==> src/rtl/alu_packet_parser.sv <==
// Byte-stream packet parser for the ALU: header decode, then 32-bit little-endian operand words.
// Optional macro PARSER_ERR_CNT_EN adds a saturating malformed-packet counter on err_cnt_o.
module alu_packet_parser #(
  parameter int DATA_WIDTH_P = 8
) (
  input  logic                    clk,
  input  logic                    rst,
  input  logic [DATA_WIDTH_P-1:0] s_axis_tdata,
  input  logic                    s_axis_tvalid,
  output logic                    s_axis_tready,
  output logic [7:0]              m_opcode_o,
  output logic [31:0]             m_word_o,
  output logic                    m_valid_o,
  output logic                    m_last_o,
  input  logic                    m_ready_i,
  output logic                    err_o
`ifdef PARSER_ERR_CNT_EN
  ,output logic [7:0]             err_cnt_o
`endif
);

  typedef enum logic [2:0] {
    S_OPCODE,
    S_RSVD,
    S_LEN_LO,
    S_LEN_HI,
    S_PAYLOAD,
    S_DISCARD
  } state_t;

  localparam logic [7:0] OP_ECHO = 8'hEC;
  localparam logic [7:0] OP_ADD  = 8'hA0;
  localparam logic [7:0] OP_MUL  = 8'hA1;
  localparam logic [7:0] OP_DIV  = 8'hA2;

  state_t      state;
  logic [7:0]  opcode_q;
  logic [7:0]  len_lo_q;
  logic [15:0] rem_q;     // bytes still to come in the payload/discard phase
  logic [1:0]  idx_q;     // byte lane of the next payload byte
  logic [23:0] acc_q;     // lower three bytes of the word being assembled

  logic [7:0]  in_byte;
  logic        accept;
  logic [15:0] full_len;
  logic        opcode_ok;
  logic [31:0] word_next;

  assign in_byte   = s_axis_tdata[7:0];
  assign accept    = s_axis_tvalid && s_axis_tready;
  assign full_len  = {in_byte, len_lo_q};
  assign opcode_ok = (opcode_q == OP_ECHO) || (opcode_q == OP_ADD) ||
                     (opcode_q == OP_MUL)  || (opcode_q == OP_DIV);

  // Payload backpressure must follow m_ready_i in the same cycle, so tready is combinational.
  always_comb begin
    // NOTE: every always_comb output gets a default first so no path can infer a latch.
    s_axis_tready = 1'b1;
    if (rst)
      s_axis_tready = 1'b0;
    else if (state == S_PAYLOAD)
      s_axis_tready = !m_valid_o || m_ready_i;
  end

  // Lanes above the incoming byte are zero, which gives zero-fill on a short final word.
  always_comb begin
    word_next = 32'h0;
    case (idx_q)
      2'd0:    word_next = {24'h0, in_byte};
      2'd1:    word_next = {16'h0, in_byte, acc_q[7:0]};
      2'd2:    word_next = {8'h0, in_byte, acc_q[15:0]};
      default: word_next = {in_byte, acc_q};
    endcase
  end

  always_ff @(posedge clk) begin
    // NOTE: sequential state uses non-blocking assignments; the later assignment in this
    // block wins, which lets a freshly loaded word override the accept-clear below.
    if (rst) begin
      state      <= S_OPCODE;
      opcode_q   <= 8'h0;
      len_lo_q   <= 8'h0;
      rem_q      <= 16'h0;
      idx_q      <= 2'd0;
      acc_q      <= 24'h0;
      m_opcode_o <= 8'h0;
      m_word_o   <= 32'h0;
      m_valid_o  <= 1'b0;
      m_last_o   <= 1'b0;
      err_o      <= 1'b0;
`ifdef PARSER_ERR_CNT_EN
      err_cnt_o  <= 8'h0;
`endif
    end else begin
      err_o <= 1'b0;
`ifdef PARSER_ERR_CNT_EN
      if (err_o && (err_cnt_o != 8'hFF))
        err_cnt_o <= err_cnt_o + 8'd1;
`endif
      if (m_valid_o && m_ready_i) begin
        m_valid_o <= 1'b0;
        m_last_o  <= 1'b0;
      end

      if (accept) begin
        case (state)
          S_OPCODE: begin
            opcode_q <= in_byte;
            state    <= S_RSVD;
          end
          S_RSVD:   state <= S_LEN_LO;
          S_LEN_LO: begin
            len_lo_q <= in_byte;
            state    <= S_LEN_HI;
          end
          S_LEN_HI: begin
            idx_q <= 2'd0;
            if (full_len <= 16'd4) begin
              err_o <= 1'b1;
              state <= S_OPCODE;
            end else if (!opcode_ok || (full_len < 16'd8)) begin
              err_o <= 1'b1;
              rem_q <= full_len - 16'd4;
              state <= S_DISCARD;
            end else begin
              rem_q <= full_len - 16'd4;
              state <= S_PAYLOAD;
            end
          end
          S_PAYLOAD: begin
            rem_q <= rem_q - 16'd1;
            if ((idx_q == 2'd3) || (rem_q == 16'd1)) begin
              m_word_o   <= word_next;
              m_valid_o  <= 1'b1;
              m_last_o   <= (rem_q == 16'd1);
              m_opcode_o <= opcode_q;
              idx_q      <= 2'd0;
            end else begin
              case (idx_q)
                2'd0:    acc_q[7:0]   <= in_byte;
                2'd1:    acc_q[15:8]  <= in_byte;
                default: acc_q[23:16] <= in_byte;
              endcase
              idx_q <= idx_q + 2'd1;
            end
            if (rem_q == 16'd1)
              state <= S_OPCODE;
          end
          S_DISCARD: begin
            rem_q <= rem_q - 16'd1;
            if (rem_q == 16'd1)
              state <= S_OPCODE;
          end
          default: state <= S_OPCODE;
        endcase
      end
    end
  end

endmodule

==> config.mk <==
export PLATFORM = sky130hd
export DESIGN_NAME = alu_packet_parser
export DESIGN_NICKNAME = d
export VERILOG_FILES = /design/src/rtl/alu_packet_parser.sv
export SDC_FILE = /design/constraint.sdc
export NUM_CORES = 1
export LEC_CHECK = 0
export ABC_AREA = 1
export CAP_MARGIN = 20
export CORE_MARGIN = 5
export CORE_UTILIZATION = 45
export CTS_BUF_LIST = sky130_fd_sc_hd__clkbuf_4
export CTS_CLUSTER_DIAMETER = 150
export DETAILED_ROUTE_END_ITERATION = 16
export GPL_TIMING_DRIVEN = 0
export PLACE_DENSITY = 0.68
export SYNTH_ARGS = -nofsm -noshare
export SYNTH_HDL_FRONTEND = slang
export SYNTH_SLANG_ARGS = --single-unit
==> constraint.sdc <==
create_clock -name clk -period 1.7 [get_ports clk]
set_clock_uncertainty 0.15 [all_clocks]
set_input_delay 0.51 -clock clk [delete_from_list [all_inputs] [get_ports clk]]
set_output_delay 0.51 -clock clk [all_outputs]
set_load 0.05 [all_outputs]
; Yosys cells after proc, flatten, opt, wreduce, memory -nomap -nowiden
; Index checks and enable logic that the tools add are counted.
[totals]
regBits = 104
inputBits = 12
out_inout_bits = 44
wordCells = 84
[op_classes]
addsub = 3
magnitude_cmp = 2
eq_ne = 15
muxes = 21
bitwise_logic = 4
n_reduce_logical = 26
[ops]
columns = op, count
row1 = one-hot mux 32 bit (3 select lines), 1
row2 = "equality test 8 bit, second input constant", 4
row3 = one-hot mux 16 bit (2 select lines), 1
row4 = "equality test 16 x 1 -> 1 bit, second input constant", 1
row5 = "<= comparator 16 x 3 -> 1 bit, second input constant", 1
row6 = "less-than comparator 16 x 4 -> 1 bit, second input constant", 1
row7 = 2-to-1 mux 16 bit, 1
row8 = "subtractor 16 x 1 -> 16 bit, second input constant", 1
row9 = "subtractor 16 x 3 -> 16 bit, second input constant", 1
row10 = one-hot mux 3 bit (5 select lines), 1
row11 = 2-to-1 mux 1 bit, 13
row12 = AND reduction 4 bit, 3
row13 = AND reduction 2 bit, 4
row14 = "equality test 3 x 2 -> 1 bit, second input constant", 2
row15 = "equality test 3 bit, second input constant", 2
row16 = logical OR 1 bit, 6
row17 = 2-to-1 mux 3 bit, 2
row18 = AND reduction 3 bit, 2
row19 = "equality test 2 bit, second input constant", 2
row20 = NOT 1 bit, 4
row21 = one-hot mux 2 bit (2 select lines), 1
row22 = nonzero test 2 bit, 2
row23 = OR reduction 2 bit, 2
row24 = "equality test 3 x 1 -> 1 bit, second input constant", 1
row25 = other kinds (10), 12

; Depth between registers and ports, before layout
[logic_depth]
word_depth = 9
ltp_mapped = 11
mapped_depth_nobuf = 11

; Least setup slack after synthesis
; OpenSTA, ideal clock, no wires.
[synth_timing]
path_type = flip-flop to flip-flop
from = register m_valid_o
to = register rem_q[10]
setup_time_ns = 0.071
arrival_ns = 2.174
t_required_ns = 1.479
setup_slack_ns = -0.695
path_stages_with_launch = 9
path_buffers = 1
period_less_slack_ns = 2.395
cell_sequence = dfxtp_1 nand2_1 nor2_2 nor2_1 nand2_1 a21oi_2 buf_2 nand2_1 a21oi_1
[synth_between]
elab_chain_cells = 6
[synth_rtl]
columns = element, line
row1 = "start, declared", 13  ; output logic m_valid_o,
row2 = "start signal, assigned", 88  ; m_valid_o <= 1'b0;
row3 = "start signal, assigned", 101  ; m_valid_o <= 1'b0;
row4 = "start signal, assigned", 134  ; m_valid_o <= 1'b1;
row5 = zero test 1 bit, 62  ; s_axis_tready = !m_valid_o || m_ready_i;
row6 = logical OR 1 bit, 62
row7 = 2-to-1 mux 1 bit, 61  ; else if (state == S_PAYLOAD)
row8 = 2-to-1 mux 1 bit, 59  ; if (rst)
row9 = net s_axis_tready, 10  ; output logic s_axis_tready,
row10 = logical AND 1 bit, 50  ; assign accept = s_axis_tvalid && s_axis_tready;
row11 = AND reduction 3 bit (no source line), n/a
row12 = "end signal, assigned", 123  ; rem_q <= full_len - 16'd4;
row13 = "end signal, assigned", 126  ; rem_q <= full_len - 16'd4;
row14 = "end signal, assigned", 131  ; rem_q <= rem_q - 16'd1;
row15 = "end, declared", 39  ; logic [15:0] rem_q;
; The timed path passes the listed nets, and every way through them passes these cells.
; A chain may end at the register's enable or synchronous reset.

; Final worst setup path
[layout_timing]
from = register state[1]
to = output s_axis_tready
[layout_between]
elab_chain_cells = 3
[layout_rtl]
columns = element, line
row1 = "start, declared", 36  ; state_t state;
row2 = "start signal, assigned", 80  ; state <= S_OPCODE;
row3 = "start signal, assigned", 109  ; state <= S_RSVD;
row4 = "start signal, assigned", 111  ; S_RSVD: state <= S_LEN_LO;
row5 = equality test 3 bit, 61
row6 = 2-to-1 mux 1 bit, 61
row7 = 2-to-1 mux 1 bit, 59
row8 = "end, declared", 10
; Every way passes these cells.

==> impl_results.md <==
- Unrepaired setup endpoints after global routing: yes
- Post-DP Area: 0.00596 mm2
- # fillers: 888
- Detailed-route via count: 5919
- Final Setup Violations: 106
- Worst relative slew slack: 49.4%
- Initial antenna violation count: 0
- Critical-path cell list: nor2_4 -> nand2_4 -> nor2_4 -> nor2_4 -> buf_6
- Mapped cell area: 0.00516 mm2
- WL/cell: 16.8 um
- Synthesized area per cell: 6.43 um2
- WL final: 18200 um
- Final Hold Vio Count: 0
- ANT cells: 0
- Max Fclk: 485 MHz
- Status: complete, but fails checks
- Die X: 117 um
- 1st-pass router iterations: 7
- Finished Layout Cells: 1081
- Design area: 0.00797 mm2
- I/O Buffers: 47
- Async set-or-reset flop fraction in the synthesized netlist: 0%
- I/O pins: 56
- Dpl cells: 992
- Vias per cell: 5.48
- Post-route ant nets: 0
- Largest area contributor in the netlist: dfxtp_1
- DRC errors left: 0
- CP Capture Type: output pin
- Critical Path RT: 1.04 ns
- First-pass GRT wire length: 26800 um
- Max Root-Sink Buffers: 2
- Critical path arrival: 1.40 ns
- GPL Wtd Cong: 0.918
- Fraction of layout cells with a size suffix above 1: 40.5%
- CTS tree: built
- Cell repeated most along the worst path: nor2_4
- Flops & latches, synth: 104
- Startpoint Class: flip-flop
- Cell variety after synth: 30
- Dominant cells by area after synthesis: dfxtp_1, nand2_1, nor2_1
- DR iter-0 viols: 612
- Ys flop type: dfxtp_1
- H-Tree Depth: 3
- Pins Over Slew Limit: 0
- Hold_buf cts: 0
- Worst-path maximum fanout: 2
- Worst reg2reg setup slack: -0.20 ns
- Post-synth top area share: 40.4%
- Largest net degree at the start of global routing: 18
- Clock sinks: 104
- Syn-to-layout area delta: 54.5%
- Sequential share of the synthesized area: 40.4%
- Row cnt: 39
- Reg area: 0.00219 mm2
- Clock slew at reported path FFs: 0.16 ns
- Minimum clock period: 2.06 ns
- LEAKAGE: 0.00325 uW
- Violated checks: negative setup slack
- Num CTS Buffers: 9
- CP max stage cell: dfxtp_4
- Core area: 0.0113 mm2
- Pre-CTS setup slack: -1.15 ns
- Die height: 117 um
- Synth warn: 0
- Area of the multi-input gates: 0.00344 mm2
- Most numerous cell in the Yosys netlist: nand2_1
- Dpl hpwl: 11100 um
- Hold Crit Class: in -> reg
- Mapped Cells: 802
- Peak VDD IR: 450 uV
- Die area: 0.0137 mm2
- Worst Hold Launch: s_axis_tdata[0]
- Commonest cells post-synth: nand2_1, nor2_1, dfxtp_1, o21ai_0, a21oi_1
- Worst Path Class, Setup: reg -> out
- CTS root buf: clkbuf_4
- Worst R2R Start: state[2]$_SDFFE_PP0P_
- Final core utilization: 70.4%
- Crit path largest cell delay: 0.38 ns
- Mapped Nets: 822
- Number of synthesized flops with an enable pin: 0
- Fin nets: 953
- Max Cap Viol: 0
- Measured slew at the worst slew-check pin: 0.760 ns
- Starting Density: 45.5%
- PnR worst setup slack: -0.360 ns
- Overflow after GRT: 0
- Vias in the first global route: 5397
- PD cells: 632 mW/mm2
- CP startpoint: state[1]$_SDFFE_PP0P_
- Clock Latency Late Sink: 0.51 ns
- Total Routing Usage GR: 25.0%
- Tcrit/Tclk final: 121%
## critical path, delay by kind of cell (launching register included)
kind                   cells  cell delay (ns)
flip-flops                 1             0.38
AND/OR/NAND/NOR            4             0.38
buffers and inverters      1             0.14
## state kept, by name, indices dropped and copies added, names as in the netlist, 2 cells and up
| signal | flops |
|---|---|
| acc_q | 24 |
| idx_q | 2 |
| len_lo_q | 8 |
| m_opcode_o | 8 |
| m_word_o | 32 |
| opcode_q | 8 |
| rem_q | 16 |
| state | 3 |
## metrics by stage
stage / hold WS, ns / power (uW) / TNS, ns
after floorplan: 0.291 / 3160 / -0.251
after global placement: 0.304 / 3350 / -79.59
after detailed placement: 0.303 / 3360 / -82.90
after CTS: 0.155 / 4840 / -2.97
after global routing: 0.142 / 5230 / -18.74
final: 0.154 / 5030 / -10.88
## what timing repair did
item	4_1_cts	5_1_grt
resized for setup	546	177
buffers inserted	41	21
pin swaps	34	44
cloned	13	2
endpoints found under the setup margin	146	147
## cells in the final DEF (no fill, tap or decap), drive strengths merged
cell,n
clkdlybuf4s15,1
ha,8
buf,127
dlygate4sd2,1
nor2,158
a21oi,68
clkinvlp,3
nand3,35
nor3,2
o21ai,87
clkinv,4
o21bai,1
nand2,232
bufinv,1
inv,60
a31oi,1
dfxtp,104
xnor2,2
xor2,4
clkbuf,32
dlymetal6s2s,1
nand4,5
and2,1
## logic make-up (layout without fill, tap and decap cells)
group / Yosys count / in the layout / synth area share [%]
adder cells (fa/ha/maj): 8 / 8 / 1.94
buffers and inverters: 98 / 230 / 7.93
AND/OR/NAND/NOR: 429 / 433 / 33.3
AO/OA/AOI/OAI: 157 / 157 / 15.4
XOR/XNOR: 6 / 6 / 1.02
flip-flops: 104 / 104 / 40.4
## metal layers
metal | vias up | track usage [%] | wire length, um | share of wire [%]
li1 | 2832 | - | - | -
met1 | 2751 | 31.3 | 7220 | 40
met2 | 265 | 41.8 | 8840 | 49
met3 | 71 | 4.11 | 1320 | 7.3
met4 | 0 | 12.2 | 800 | 4.4
met5 | - | 0 | 0 | 0
## worst paths after layout
kind                               endpoint  cells past startpoint
setup / recovery              s_axis_tready                      5
hold / removal    m_word_o[24]$_SDFFE_PP0P_                      3
setup reg to reg   opcode_q[7]$_SDFFE_PP0P_                     10
hold reg to reg    m_word_o[7]$_SDFFE_PP0P_                      2
## cell type report
class | instances | share of cell area, %
inverters | 61 | 3.71
multi-input cells | 604 | 43.1
well taps | 143 | 2.25
plain buffers | 35 | 4.43
flip-flops and latches | 104 | 27.5
clock inverters | 7 | 0.895
clock buffers | 9 | 0.848
repair buffers | 118 | 17.3
## where the power goes
part	internal, uW	switching, uW	leakage [uW]	total (uW)
sequential	2490	64.0	0.000876	2550
combinational	435	708	0.00231	1140
clock	448	892	0.0000700	1340
total	3370	1660	0.00325	5030
No activity file was read; power rests on OpenSTA's default activity.
